===== config.mk =====
export PLATFORM = sky130hd
export DESIGN_NAME = cpu_core_mc
export DESIGN_NICKNAME = d
export VERILOG_FILES = /design/src/rtl/cpu_mc_pkg.sv /design/src/rtl/cpu_mc_alu.sv /design/src/rtl/cpu_core_mc.sv
export SDC_FILE = /design/constraint.sdc
export NUM_CORES = 1
export LEC_CHECK = 0
export BUFFER_PORTS_ARGS = -buffer_cell sky130_fd_sc_hd__buf_2
export CORE_UTILIZATION = 50
export DETAILED_ROUTE_END_ITERATION = 7
export GPL_ROUTABILITY_DRIVEN = 1
export PLACE_DENSITY = 0.69
export SKIP_LAST_GASP = 1
export SLEW_MARGIN = 25
export SYNTH_ARGS = -nofsm -noshare
export SYNTH_HDL_FRONTEND = slang
export SYNTH_SLANG_ARGS = --single-unit

===== constraint.sdc =====
create_clock -name clk -period 3.9 [get_ports clk]
set_clock_uncertainty 0.15 [all_clocks]
set_input_delay 0 -clock clk [delete_from_list [all_inputs] [get_ports clk]]
set_output_delay 0 -clock clk [all_outputs]
set_load 0.005 [all_outputs]

===== src/rtl/cpu_mc_pkg.sv =====
// Shared opcodes, FSM states and flag layout for the multi-cycle core.
package cpu_mc_pkg;

   localparam logic [3:0] OP_NOP = 4'h0;
   localparam logic [3:0] OP_MOV = 4'h1;
   localparam logic [3:0] OP_ADD = 4'h2;
   localparam logic [3:0] OP_SUB = 4'h3;
   localparam logic [3:0] OP_AND = 4'h4;
   localparam logic [3:0] OP_OR  = 4'h5;
   localparam logic [3:0] OP_LDR = 4'h6;
   localparam logic [3:0] OP_STR = 4'h7;
   localparam logic [3:0] OP_JZ  = 4'h8;
   localparam logic [3:0] OP_JMP = 4'h9;
   localparam logic [3:0] OP_ADC = 4'hA;
   localparam logic [3:0] OP_HLT = 4'hF;

   typedef enum logic [1:0] {S_FETCH, S_EXEC, S_MEM, S_HALT} state_t;

   localparam int FLAG_Z = 0;
   localparam int FLAG_N = 1;
   localparam int FLAG_C = 2;
   localparam int FLAG_V = 3;

   // Which CCR bits an opcode is allowed to change; the rest hold.
   function automatic logic [3:0] flag_mask(input logic [3:0] op);
      logic [3:0] m;
      m = 4'b0000;
      case (op)
         OP_ADD, OP_SUB, OP_ADC: m = 4'b1111;
         OP_AND, OP_OR:          m = 4'b0011;
         default:                m = 4'b0000;
      endcase
      return m;
   endfunction

   function automatic logic writes_reg(input logic [3:0] op);
      logic w;
      w = 1'b0;
      case (op)
         OP_MOV, OP_ADD, OP_SUB, OP_AND, OP_OR, OP_ADC: w = 1'b1;
         default: w = 1'b0;
      endcase
      return w;
   endfunction

endpackage


===== src/rtl/cpu_mc_alu.sv =====
// Combinational ALU: result plus Z/N/C/V for the register-register opcodes.
module cpu_mc_alu
   import cpu_mc_pkg::*;
#(
   parameter int DATA_W = 8
) (
   input  logic [DATA_W-1:0] a,
   input  logic [DATA_W-1:0] b,
   input  logic [3:0]        op,
   input  logic              cin,
   output logic [DATA_W-1:0] result,
   output logic              z,
   output logic              n,
   output logic              c,
   output logic              v
);

   localparam int M = DATA_W - 1;

   logic [DATA_W:0] sum;

   always_comb begin
      sum    = '0;
      result = a;
      c      = 1'b0;
      v      = 1'b0;
      case (op)
         OP_MOV: result = b;
         OP_ADD, OP_ADC: begin
            sum    = {1'b0, a} + {1'b0, b} + {{DATA_W{1'b0}}, (op == OP_ADC) & cin};
            result = sum[M:0];
            c      = sum[DATA_W];
            v      = (a[M] == b[M]) && (result[M] != a[M]);
         end
         OP_SUB: begin
            // The zero-extended difference carries out exactly when a < b.
            sum    = {1'b0, a} - {1'b0, b};
            result = sum[M:0];
            c      = sum[DATA_W];
            v      = (a[M] != b[M]) && (result[M] != a[M]);
         end
         OP_AND: result = a & b;
         OP_OR:  result = a | b;
         default: result = a;
      endcase
      z = (result == '0);
      n = result[M];
   end

endmodule


===== src/rtl/cpu_core_mc.sv =====
// Multi-cycle 8-bit-encoding CPU: FETCH/EXEC/MEM/HALT with req/ready memory ports.
module cpu_core_mc
   import cpu_mc_pkg::*;
#(
   parameter int DATA_W   = 8,
   parameter int ADDR_W   = 8,
   parameter int RESET_PC = 0
) (
   input  logic              clk,
   input  logic              rst,
   output logic              imem_req,
   output logic [ADDR_W-1:0] imem_addr,
   input  logic              imem_ready,
   input  logic [7:0]        imem_rdata,
   output logic              dmem_req,
   output logic              dmem_we,
   output logic [ADDR_W-1:0] dmem_addr,
   output logic [DATA_W-1:0] dmem_wdata,
   input  logic              dmem_ready,
   input  logic [DATA_W-1:0] dmem_rdata,
   output logic [3:0]        ccr_out,
   output logic [ADDR_W-1:0] pc_out,
   output logic              halted
);

   state_t              state;
   logic [7:0]          ir;
   logic [ADDR_W-1:0]   pc;
   logic [DATA_W-1:0]   regs [4];
   logic [3:0]          ccr;

   logic [3:0]          op;
   logic [1:0]          ra;
   logic [1:0]          rb;
   logic [DATA_W-1:0]   alu_res;
   logic                alu_z, alu_n, alu_c, alu_v;
   logic [3:0]          alu_flags;
   logic [3:0]          mask;

   assign op = ir[7:4];
   assign ra = ir[3:2];
   assign rb = ir[1:0];

   cpu_mc_alu #(.DATA_W(DATA_W)) u_alu (
      .a      (regs[ra]),
      .b      (regs[rb]),
      .op     (op),
      .cin    (ccr[FLAG_C]),
      .result (alu_res),
      .z      (alu_z),
      .n      (alu_n),
      .c      (alu_c),
      .v      (alu_v)
   );

   always_comb begin
      alu_flags         = 4'b0000;
      alu_flags[FLAG_Z] = alu_z;
      alu_flags[FLAG_N] = alu_n;
      alu_flags[FLAG_C] = alu_c;
      alu_flags[FLAG_V] = alu_v;
      mask              = flag_mask(op);
   end

   // Requests drop the moment reset is asserted, even mid-transaction.
   assign imem_req  = rst && (state == S_FETCH);
   assign dmem_req  = rst && (state == S_MEM);
   assign imem_addr = pc;
   assign pc_out    = pc;
   assign ccr_out   = ccr;
   assign halted    = (state == S_HALT);

   always_ff @(posedge clk) begin
      if (!rst) begin
         state      <= S_FETCH;
         pc         <= ADDR_W'(RESET_PC);
         ir         <= '0;
         ccr        <= '0;
         dmem_we    <= 1'b0;
         dmem_addr  <= '0;
         dmem_wdata <= '0;
         for (int i = 0; i < 4; i++) regs[i] <= '0;
      end else begin
         case (state)
            S_FETCH: begin
               if (imem_ready) begin
                  ir    <= imem_rdata;
                  pc    <= pc + ADDR_W'(1);
                  state <= S_EXEC;
               end
            end
            S_EXEC: begin
               state <= S_FETCH;
               case (op)
                  OP_LDR, OP_STR: begin
                     // Snapshot the access so it stays stable across wait states.
                     dmem_addr  <= regs[rb][ADDR_W-1:0];
                     dmem_wdata <= regs[ra];
                     dmem_we    <= (op == OP_STR);
                     state      <= S_MEM;
                  end
                  OP_JZ:  if (ccr[FLAG_Z]) pc <= regs[rb][ADDR_W-1:0];
                  OP_JMP: pc <= regs[rb][ADDR_W-1:0];
                  OP_HLT: state <= S_HALT;
                  default: begin
                     if (writes_reg(op)) regs[ra] <= alu_res;
                     ccr <= (ccr & ~mask) | (alu_flags & mask);
                  end
               endcase
            end
            S_MEM: begin
               if (dmem_ready) begin
                  if (!dmem_we) regs[ra] <= dmem_rdata;
                  state <= S_FETCH;
               end
            end
            S_HALT:  state <= S_HALT;
            default: state <= S_FETCH;
         endcase
      end
   end

endmodule


# Word level (Yosys, flattened, before mapping)
# Memories as Yosys holds them, arrays and structs flattened. A register that Yosys moved wholly into a read port is not among the register bits.
# Index checks and enable logic that the tools add are counted.
# W data, S select, Z words.
word_totals:
  wordCells: 97
  n_memories: 1
  output_inout_bits: 40
  register_bits: 39
  ram_bits: 32
op_classes:
  n_mux: 35
  add_sub_neg: 4
  reduce_logical: 19
  eq_ne: 22
  n_bitwise: 9
memory_table:
  columns: ["memory", "words", "word_bits", "read_ports", "rd_clocked_by_memory_dff", "write_ports", "line", "source"]
  rows:
  - ["regs", 4, 8, 2, 2, 4, "cpu_core_mc.sv:29", "logic [DATA_W-1:0] regs [4];"]
op_table:
  columns: ["cell", "count"]
  rows:
  - ["$pmux W8 S5", 1]
  - ["$mux W8", 4]
  - ["$pmux W8 S2", 2]
  - ["$eq A4 B3 Y1 const B", 4]
  - ["$eq A4 B4 Y1 const B", 4]
  - ["$mux W1", 16]
  - ["$mux W2", 7]
  - ["$add A8 B8 Y9", 1]
  - ["$add A9 B1 Y9", 1]
  - ["$sub A8 B8 Y9", 1]
  - ["$add A8 B1 Y8 const B", 1]
  - ["$and A4 B4 Y4", 2]
  - ["$and A8 B8 Y8", 1]
  - ["$eq A4 B2 Y1 const B", 2]
  - ["$logic_not A8 Y1", 1]
  - ["$or A8 B8 Y8", 1]
  - ["$pmux W2 S4", 1]
  - ["$pmux W4 S2", 1]
  - ["$reduce_and A2 Y1", 4]
  - ["$reduce_or A8 Y1", 1]
  - ["$ne A3 B3 Y1 const B", 2]
  - ["$reduce_or A2 Y1", 3]
  - ["$reduce_or A6 Y1", 1]
  - ["$reduce_or A5 Y1", 1]
  - ["18 further kinds", 26]

# Logic depth before layout (Yosys ltp)
# Gate-level depths: netlist (run 1).
depth:
  depth_word: 14
  depth_mapped: 14
  ltp_nobuf: 13

# Hierarchy
# From an unflattened synthesis (run 1), not the netlist that was laid out.
unflattened:
  hier_cells: 560
  hier_area_um2: 5042.3
by_module_without_submodules:
  columns: ["mod", "cells_each", "seq_area_each_um2", "area_per_inst_um2", "instances"]
  rows:
  - ["cpu_core_mc", 337, 1821.7, 3575.9, 1]
  - ["cpu_mc_alu", 223, 0.0, 1466.4, 1]

# Worst setup path after synthesis (run 1)
# No wires, ideal clock.
synth_path:
  path_kind: "register -> register"
  start: "register with a tool-made name"
  end: "memory regs[2][7], data pin"
  required_time_ps: 3484
  stages_incl_launch_ff: 13
  setup_time_ps: 266
  arrival_time_ps: 2971
  slack_ps: 513
  cell_sequence: "dfxtp_1 -> buf_2 -> mux4_2 -> inv_1 -> ha_1 -> buf_2 -> nor3_1 -> a221oi_1 -> a221oi_1 -> mux2i_1 -> nand4_1 -> a22oi_1 -> nor2_1"
synth_lines:
  columns: ["item", "line"]
  rows:
  - ["end: declaration", "cpu_core_mc.sv:29"]

==> flow_summary.toml, run 1 <==
[worst_setup_path]
worstPathArrival_ns = 3.56
crit_type = "reg -> reg"
worst_path_largest_cell_delay_ns = 0.61
crit_required_ns = 3.84
critPathBufInv = 1
reg2reg_slack_ns = 0.28
ff2ff_path_depth = 10
cpMaxStageDelayCell = "mux4_2"
cp-end-kind = "register"
crit_path_cell_trace = "mux4_2 -> inv_1 -> ha_1 -> nor3_1 -> a221oi_1 -> a221oi_1 -> mux2i_1 -> nand4_1 -> a22oi_1 -> nor2_1"
r2r_end = "regs[2][7]"
path_common_cell = "a221oi_1"
crit_path_max_fanout = 11
critPathLaunchType = "register"
path_delay_family = "compound AO/OA/AOI/OAI gates"

[sta]
fin_crit_sh = 0.927
max_freq_mhz = 276
drv_slew = 0
rsz0062_at_grt = "false"
layout_min_cycle_time_ns = 3.62
setup_viol = 0
max_slew.worst_pin.slew_ns = 0.642
tns_ns = 0
hold_violations = 0
slew-limit-headroom = 0.571

[clock_network]
cts_buffers = 9
cts_max_level = 3
clk_pin_slew_ns = 0.09
clk_latency_ns = 0.35
cts_root_buf = "clkbuf_8"
cts_buffer_depth = 2
cts_tree = "built"
cts_sinks = 75

[yosys]
postSynthNetCount = 563
netlist_area_sq_mm = 0.00470
avgSynthCellArea_sq_um = 9.15
yosys.area.top_type = "edfxtp_1"
yosysSeqAreaShare = 0.387
synth_edf_count = 32
syn_inst = 514
synthFlopType = "dfxtp_1"
synth_warnings = 0
synth_top_cell_area_share = 0.204
synth.distinct_cells = 61
synth_area_leaders = "edfxtp_1 (20%), dfxtp_1 (18%), mux4_2 (7.7%)"
synth_seq_cells = 75
async_reset_ff_frac = 0

[die]
die_w_microns = 99.0
pin_count = 60
die_area_sq_mm = 0.00980
start_util = 0.514
coreArea_sq_mm = 0.00915
row_count = 35
die_y_microns = 99.0

[pwr]
power_leakage_nw = 2.22
ir_worst_vdd_v = 0.000188
p_per_area_mw_per_mm2 = 359

[place]
hpwlAfterDp_microns = 8900
placed_area_sq_mm = 0.00505
io_buffers = 59
gp_congestion = 0.986

[global_route]
grt_usage = 0.260
grt_pass1_wl_microns = 19700
grt-ovfl-total = 0
grt_max_degree = 41
grt_pass1_vias = 3891
grt_antenna_before_repair = 0

[detailed_routing]
dr.max_layer_used = "met4"
via_per_inst = 5.83
drt-pass1-iter-count = 5
wl_met2_microns = 5700
drt-initial-drc-count = 387
wl_met1_microns = 5390
drc = 0
wl_met3_microns = 739
wl_per_cell_microns = 17.4
vias = 4049
ant_nets = 0
drt-total-wl_microns = 12100

[hold_path]
hold_path_class = "in -> reg"
hold_depth = 4
holdPathEnd = "ir[4]"
min_from = "imem_ready"

[final_layout]
fillers = 818
regArea_sq_mm = 0.00182
antenna_cells = 0
drive_gt1_frac = 0.216
fin_nets = 627
syn2layout_area_growth_pct = 15.9
multi_input_area_sq_mm = 0.00254
design_area_sq_mm = 0.00545

[run]
cap_violations = 0

[status]
outcome = "complete, no violations"
==> per-stage QoR <==
step                      power [mW]  utilization  std cells  hold WS [ns]  worst slack (ns)
final                           1.96        0.595        694        0.0311             0.283
after global placement          1.27        0.551        660        0.0913             0.304
after global routing            2.04        0.595        694        0.0633            0.0329
after detailed placement        1.28        0.551        660        0.0947             0.212
after CTS                       1.96        0.595        694       0.00694             0.195
after floorplan                 1.17            -        514       -0.0140             0.513
==> area by class of cell <==
type	instances	share of cell area
Clock buffer	9	0.0227
Clock inverter	7	0.0181
Inverter	35	0.0241
Multi-Input combinational cell	364	0.466
Sequential cell	75	0.334
Tap cell	111	0.0255
Timing Repair Buffer	93	0.109
==> cells by family after synthesis <==
kind of cell	synth area share
multiplexers	0.0830
XOR/XNOR	0.00745
flip-flops	0.387
adder cells (fa/ha/maj)	0.0820
AND/OR/NAND/NOR	0.191
buffers and inverters	0.0726
AO/OA/AOI/OAI	0.177
==> cells in the final DEF (no fill, tap or decap), drive strengths merged, types with 4 or more instances in the layout <==
cell type and count:
a22oi 18, edfxtp 32, nor2b 5, o211ai 6
o2111ai 4, mux4 16, buf 75, nor3b 6
clkbuf 9, ha 26, dfxtp 43, inv 37
a21oi 39, nand2b 7, a221oi 7, dlygate4sd3 18
nor2 57, nand3 11, nor3 11, o21ai 23
nand2 75
==> timing repair <==
item | CTS | global route
gates resized for setup | 0 | 1
setup buffers | 0 | 0
hold buffers | 18 | 0
hold endpoints to repair | 44 | 0
setup endpoints to repair | 0 | 10
==> power breakdown <==
| part | total (mW) | internal [mW] | switching, mW |
|---|---|---|---|
| Clock | 0.669 | 0.365 | 0.304 |
| Combinational | 0.423 | 0.174 | 0.249 |
| Sequential | 0.865 | 0.843 | 0.0220 |
==> worst max-delay path by stage <==
stage / startpoint / endpoint / slack (ns) / depth (start not counted)
finish: register / regs[2][7] / 0.28 / 10
global placement: register / regs[2][7] / 0.30 / 10
global route: register / regs[0][6] / 0.03 / 13
detailed placement: register / regs[2][7] / 0.21 / 10
floorplan: register / regs[2][7] / 0.51 / 12
CTS: register / regs[2][7] / 0.19 / 10
==> tightest hold or removal path: stages <==
cell and delay [ns]:
buf_2 0.10, and2_1 0.23, nand2_1 0.10, a21oi_1 0.05
==> metal layers <==
| layer | track usage | vias up |
|---|---|---|
| li1 | - | 1943 |
| met1 | 0.345 | 1925 |
| met2 | 0.432 | 161 |
| met3 | 0.0355 | 20 |
| met4 | 0.0987 | 0 |
| met5 | 0 | - |
==> synthesized netlist by cell type, types with 7 or more instances <==
cell      instances
nand2_1          75
nor2_1           55
dfxtp_1          43
a21oi_1          39
inv_1            34
edfxtp_1         32
ha_1             26
o21ai_0          20
a22oi_1          18
clkbuf_1         17
mux4_2           16
nand3_1          11
buf_2             9
buf_4             9
nor3_1            9
a221oi_1          7
Note: power is estimated with default switching activity, not from simulation.
==> run 2, diff against run 1 <==
--- a/config.mk
+++ b/config.mk
@@ -9,6 +9,7 @@
 export CORE_UTILIZATION = 50
 export DETAILED_ROUTE_END_ITERATION = 7
 export GPL_ROUTABILITY_DRIVEN = 1
+export MAX_ROUTING_LAYER = met4
 export PLACE_DENSITY = 0.69
 export SKIP_LAST_GASP = 1
 export SLEW_MARGIN = 25
==> flow_summary.toml, run 2 (synthesis results as in run 1) <==
[global_route]
grt_usage = 0.278
grt_antenna_before_repair = 0
grt_pass1_wl_microns = 20300
grt_pass1_vias = 4010
grt-ovfl-total = 0
grt_max_degree = 41

[worst_setup_path]
crit_end = "regs[2][5]"
critPathBufInv = 1
cpMaxStageDelayCell = "mux4_2"
worstPathArrival_ns = 3.54
worst_path_largest_cell_delay_ns = 0.61
reg2reg_slack_ns = 0.30
critPathLaunchType = "register"
crit_type = "reg -> reg"
crit_path_cell_trace = "mux4_2 -> inv_1 -> ha_1 -> nor3_1 -> a221oi_1 -> nor2b_1 -> o221ai_1 -> a21oi_1 -> a2bb2oi_1 -> nor2_1"
ff2ff_path_depth = 10
r2r_end = "regs[2][5]"
cp-end-kind = "register"
crit_path_max_fanout = 9
crit_required_ns = 3.84
path_delay_family = "compound AO/OA/AOI/OAI gates"
cp.depth = 10

[detailed_routing]
wl_per_cell_microns = 18.1
drc = 0
drt-initial-drc-count = 266
drt-pass1-iter-count = 5
ant_nets = 0
drt-total-wl_microns = 12600
vias = 4174
via_per_inst = 6.01

[final_layout]
syn2layout_area_growth_pct = 15.1
antenna_cells = 0
layout_common_cells = "nand2_1 (75), buf_2 (59), nor2_1 (55)"
fin_nets = 628
mostFrequentLayoutCell = "nand2_1"
fillers = 821
design_area_sq_mm = 0.00541
instances_no_fill = 695
drive_gt1_frac = 0.221

[clock_network]
cts_tree = "built"
clk_pin_slew_ns = 0.08
cts_root_buf = "clkbuf_8"
clk_latency_ns = 0.35
cts_buffers = 9
post-cts-setup-buffers = 0
cts_max_level = 3
cts_buffer_depth = 2
cts_sinks = 75

[die]
start_util = 0.514
pin_count = 60
die_y_microns = 99.0
coreArea_sq_mm = 0.00915
die_w_microns = 99.0
die_area_sq_mm = 0.00980
row_count = 35

[sta]
setup_slack_ns = 0.298
layout_min_cycle_time_ns = 3.60
fin_crit_sh = 0.924
max_freq_mhz = 278
setup_viol = 0
hold_violations = 0
hold_slack_ns = 0.0346
rsz0062_at_grt = "false"
drv_slew = 0
tns_ns = 0
max_slew.worst_pin.slew_ns = 0.699
slew-limit-headroom = 0.533

[hold_path]
hold_path_class = "in -> reg"

[pwr]
power_leakage_nw = 2.20
ir_worst_vdd_v = 0.000192
p_per_area_mw_per_mm2 = 339

[place]
dp_slack_ns = 0.176
hpwlAfterDp_microns = 9280
placed_area_sq_mm = 0.00505
gp_congestion = 0.963
io_buffers = 59
dpl.cell_count = 661

[run]
cap_violations = 0

[status]
outcome = "complete, no violations"
run 2: repair_timing:
| action | CTS | global route |
|---|---|---|
| hold buffers | 18 | 0 |
| setup endpoints to repair | 0 | 13 |
| hold endpoints to repair | 44 | 0 |
| gates resized for setup | 0 | 3 |
run 2: worst min-delay path by stage:
stage	from	endpoint	slack, ns	cells past startpoint
finish	imem_ready	ir[6]	0.03	4
global route	imem_ready	ir[4]	0.07	4
CTS	imem_ready	ir[6]	0.01	4
detailed placement	imem_rdata[6]	ir[6]	0.1	3
global placement	imem_rdata[5]	ir[5]	0.09	3
floorplan	imem_rdata[5]	ir[5]	-0.01	2
run 2: routing by layer:
layer / track usage / vias to the layer above / wire (microns)
met3: 0.0489 / 30 / 909
li1: - / 1954 / -
met1: 0.352 / 2006 / 5390
met4: 0.132 / 0 / 396
met5: - / - / 0
met2: 0.434 / 184 / 5910
run 2: power by group:
part           internal [mW]  switching, mW  leakage, nW
registers              0.843         0.0260        0.681
clock network          0.233          0.304       0.0870
logic                  0.177          0.251         1.43
run 2: worst register-to-register path, cell delays in order, from the launching register on:
cell       delay [ns]
dfxtp_2          0.45
mux4_2           0.61
inv_1            0.14
ha_1             0.33
nor3_1           0.08
a221oi_1         0.44
nor2b_1          0.24
o221ai_1         0.14
a21oi_1          0.33
a2bb2oi_1        0.34
nor2_1           0.10
run 2: through the flow:
step	utilization	power, mW
global placement	0.552	1.28
detailed placement	0.552	1.29
global route	0.591	1.92
floorplan	-	1.17
finish	0.591	1.83
CTS	0.590	1.84
run 2: cell type report:
type,count,area [sq um],area share
Tap cell,111,139,0.0257
Timing Repair Buffer,94,603,0.111
Sequential cell,75,1820,0.337
Inverter,35,131,0.0243
Clock buffer,10,128,0.0236
Clock inverter,6,41.3,0.00763
Multi-Input combinational cell,364,2540,0.470
==> run 3, diff against run 2 <==
--- a/config.mk
+++ b/config.mk
@@ -6,11 +6,12 @@
 export NUM_CORES = 1
 export LEC_CHECK = 0
 export BUFFER_PORTS_ARGS = -buffer_cell sky130_fd_sc_hd__buf_2
+export CORE_MARGIN = 4
 export CORE_UTILIZATION = 50
 export DETAILED_ROUTE_END_ITERATION = 7
 export GPL_ROUTABILITY_DRIVEN = 1
 export MAX_ROUTING_LAYER = met4
-export PLACE_DENSITY = 0.69
+export PLACE_DENSITY = 0.7
 export SKIP_LAST_GASP = 1
 export SLEW_MARGIN = 25
 export SYNTH_ARGS = -nofsm -noshare
==> flow_summary.toml, run 3 (synthesis results as in run 1) <==
[final_layout]
mostFrequentLayoutCell = "nand2_1"
antenna_cells = 0
drive_gt1_frac = 0.228
fin_nets = 633
final_core_utilization = 0.592
instances_no_fill = 700
layout_common_cells = "nand2_1 (75), buf_2 (59), nor2_1 (55)"
syn2layout_area_growth_pct = 15.9

[die]
coreArea_sq_mm = 0.00920
die_w_microns = 105
pin_count = 60
die_area_sq_mm = 0.0110
start_util = 0.511
row_count = 35
die_y_microns = 105

[global_route]
grt_pass1_vias = 3938
met3_usage = 0.0432
grt_antenna_before_repair = 0
grt_pass1_wl_microns = 20900
grt-ovfl-total = 0
grt_max_degree = 41
grt_usage = 0.247
grt.met2_usage = 0.390
busiest_layer = "met2"
use_met1 = 0.329

[worst_setup_path]
crit_required_ns = 3.85
crit_path_cell_trace = "mux4_2 -> inv_1 -> fa_1 -> inv_1 -> fa_1 -> a21oi_1 -> o2111ai_1 -> xor2_1 -> o22ai_1 -> a22oi_1 -> a22oi_1 -> nor2_1"
crit_type = "reg -> reg"
cpMaxStageDelayCell = "mux4_2"
cp-end-kind = "register"
critPathLaunchType = "register"
worst_path_largest_cell_delay_ns = 0.57
crit_path_max_fanout = 5
worstPathArrival_ns = 3.55

[sta]
slew-limit-headroom = 0.559
setup_slack_ns = 0.298
max_freq_mhz = 278
setup_viol = 0
fin_crit_sh = 0.924
rsz0062_at_grt = "false"
drv_slew = 0
max_slew.worst_pin.slew_ns = 0.661
layout_min_cycle_time_ns = 3.60
tns_ns = 0
hold_violations = 0

[clock_network]
clk_pin_slew_ns = 0.08
clk_latency_ns = 0.35
cts_buffers = 9
cts_tree = "built"
cts_buffer_depth = 2
cts_root_buf = "clkbuf_8"
cts_sinks = 75
cts_max_level = 3

[detailed_routing]
ant_nets = 0
via_per_inst = 5.81
drt-initial-drc-count = 213
wl_per_cell_microns = 18.4
drc = 0
drt-pass1-iter-count = 4
vias = 4070
drt-total-wl_microns = 12900

[place]
dpl.cell_count = 666
dp_slack_ns = 0.117
hpwlAfterDp_microns = 9550
gp_congestion = 0.935
io_buffers = 59

[pwr]
power_leakage_nw = 2.22
fin_total_pwr_mw = 1.84
ir_worst_vdd_v = 0.000223
p_per_area_mw_per_mm2 = 338

[run]
cap_violations = 0

[hold_path]
hold_path_class = "in -> reg"

[status]
outcome = "complete, no violations"
run 3: cell type report:
| cell class | instances | area [sq um] |
|---|---|---|
| Clock inverter | 7 | 43.8 |
| Tap cell | 111 | 139 |
| Clock buffer | 9 | 124 |
| Fill cell | 822 | 3750 |
| Timing Repair Buffer | 99 | 641 |
| Inverter | 35 | 131 |
| Multi-Input combinational cell | 364 | 2540 |
| Sequential cell | 75 | 1820 |
run 3: timing repair:
item,CTS,global route
hold buffers,18,0
buffers inserted,0,0
endpoints found under the hold margin,44,0
gates resized for setup,0,3
setup endpoints to repair,0,12
run 3: final timing paths:
check | slack, ns | startpoint | cells past startpoint | endpoint
max | 0.30 | register | 12 | regs[2][6]
min | 0.02 | imem_ready | 4 | ir[5]
max reg2reg | 0.30 | register | 12 | regs[2][6]
min reg2reg | 0.31 | dmem_addr[3] | 2 | dmem_addr[3]
run 3: where the power goes:
| group | switching [mW] | internal (mW) |
|---|---|---|
| combinational | 0.256 | 0.184 |
| clock | 0.309 | 0.228 |
| sequential | 0.0232 | 0.843 |
| total | 0.588 | 1.25 |
run 3: metal layers:
metal | share of wire | up-vias | wire length, microns
li1 | - | 1954 | -
met4 | 0.015 | 0 | 193
met5 | 0 | - | 0
met3 | 0.059 | 15 | 762
met2 | 0.47 | 123 | 6080
met1 | 0.46 | 1978 | 5880
run 3: per-stage QoR:
stage,area (sq um),hold slack [ns]
6_report,5450,0.0207
5_1_grt,5450,0.0361
4_1_cts,5440,0.00579
3_5_place_dp,5090,0.0971
3_3_place_gp,5090,0.0901
2_1_floorplan,4700,-0.0140
run 3: worst max-delay path: cells and delay by family (launching register included):
| family | cells | cell delay, ns |
|---|---|---|
| simple gates | 1 | 0.10 |
| mux | 1 | 0.57 |
| fa+ha+maj | 2 | 0.64 |
| buf+inv | 2 | 0.25 |
| compound gates | 5 | 1.05 |
| flops | 1 | 0.42 |
| xor+xnor | 1 | 0.18 |
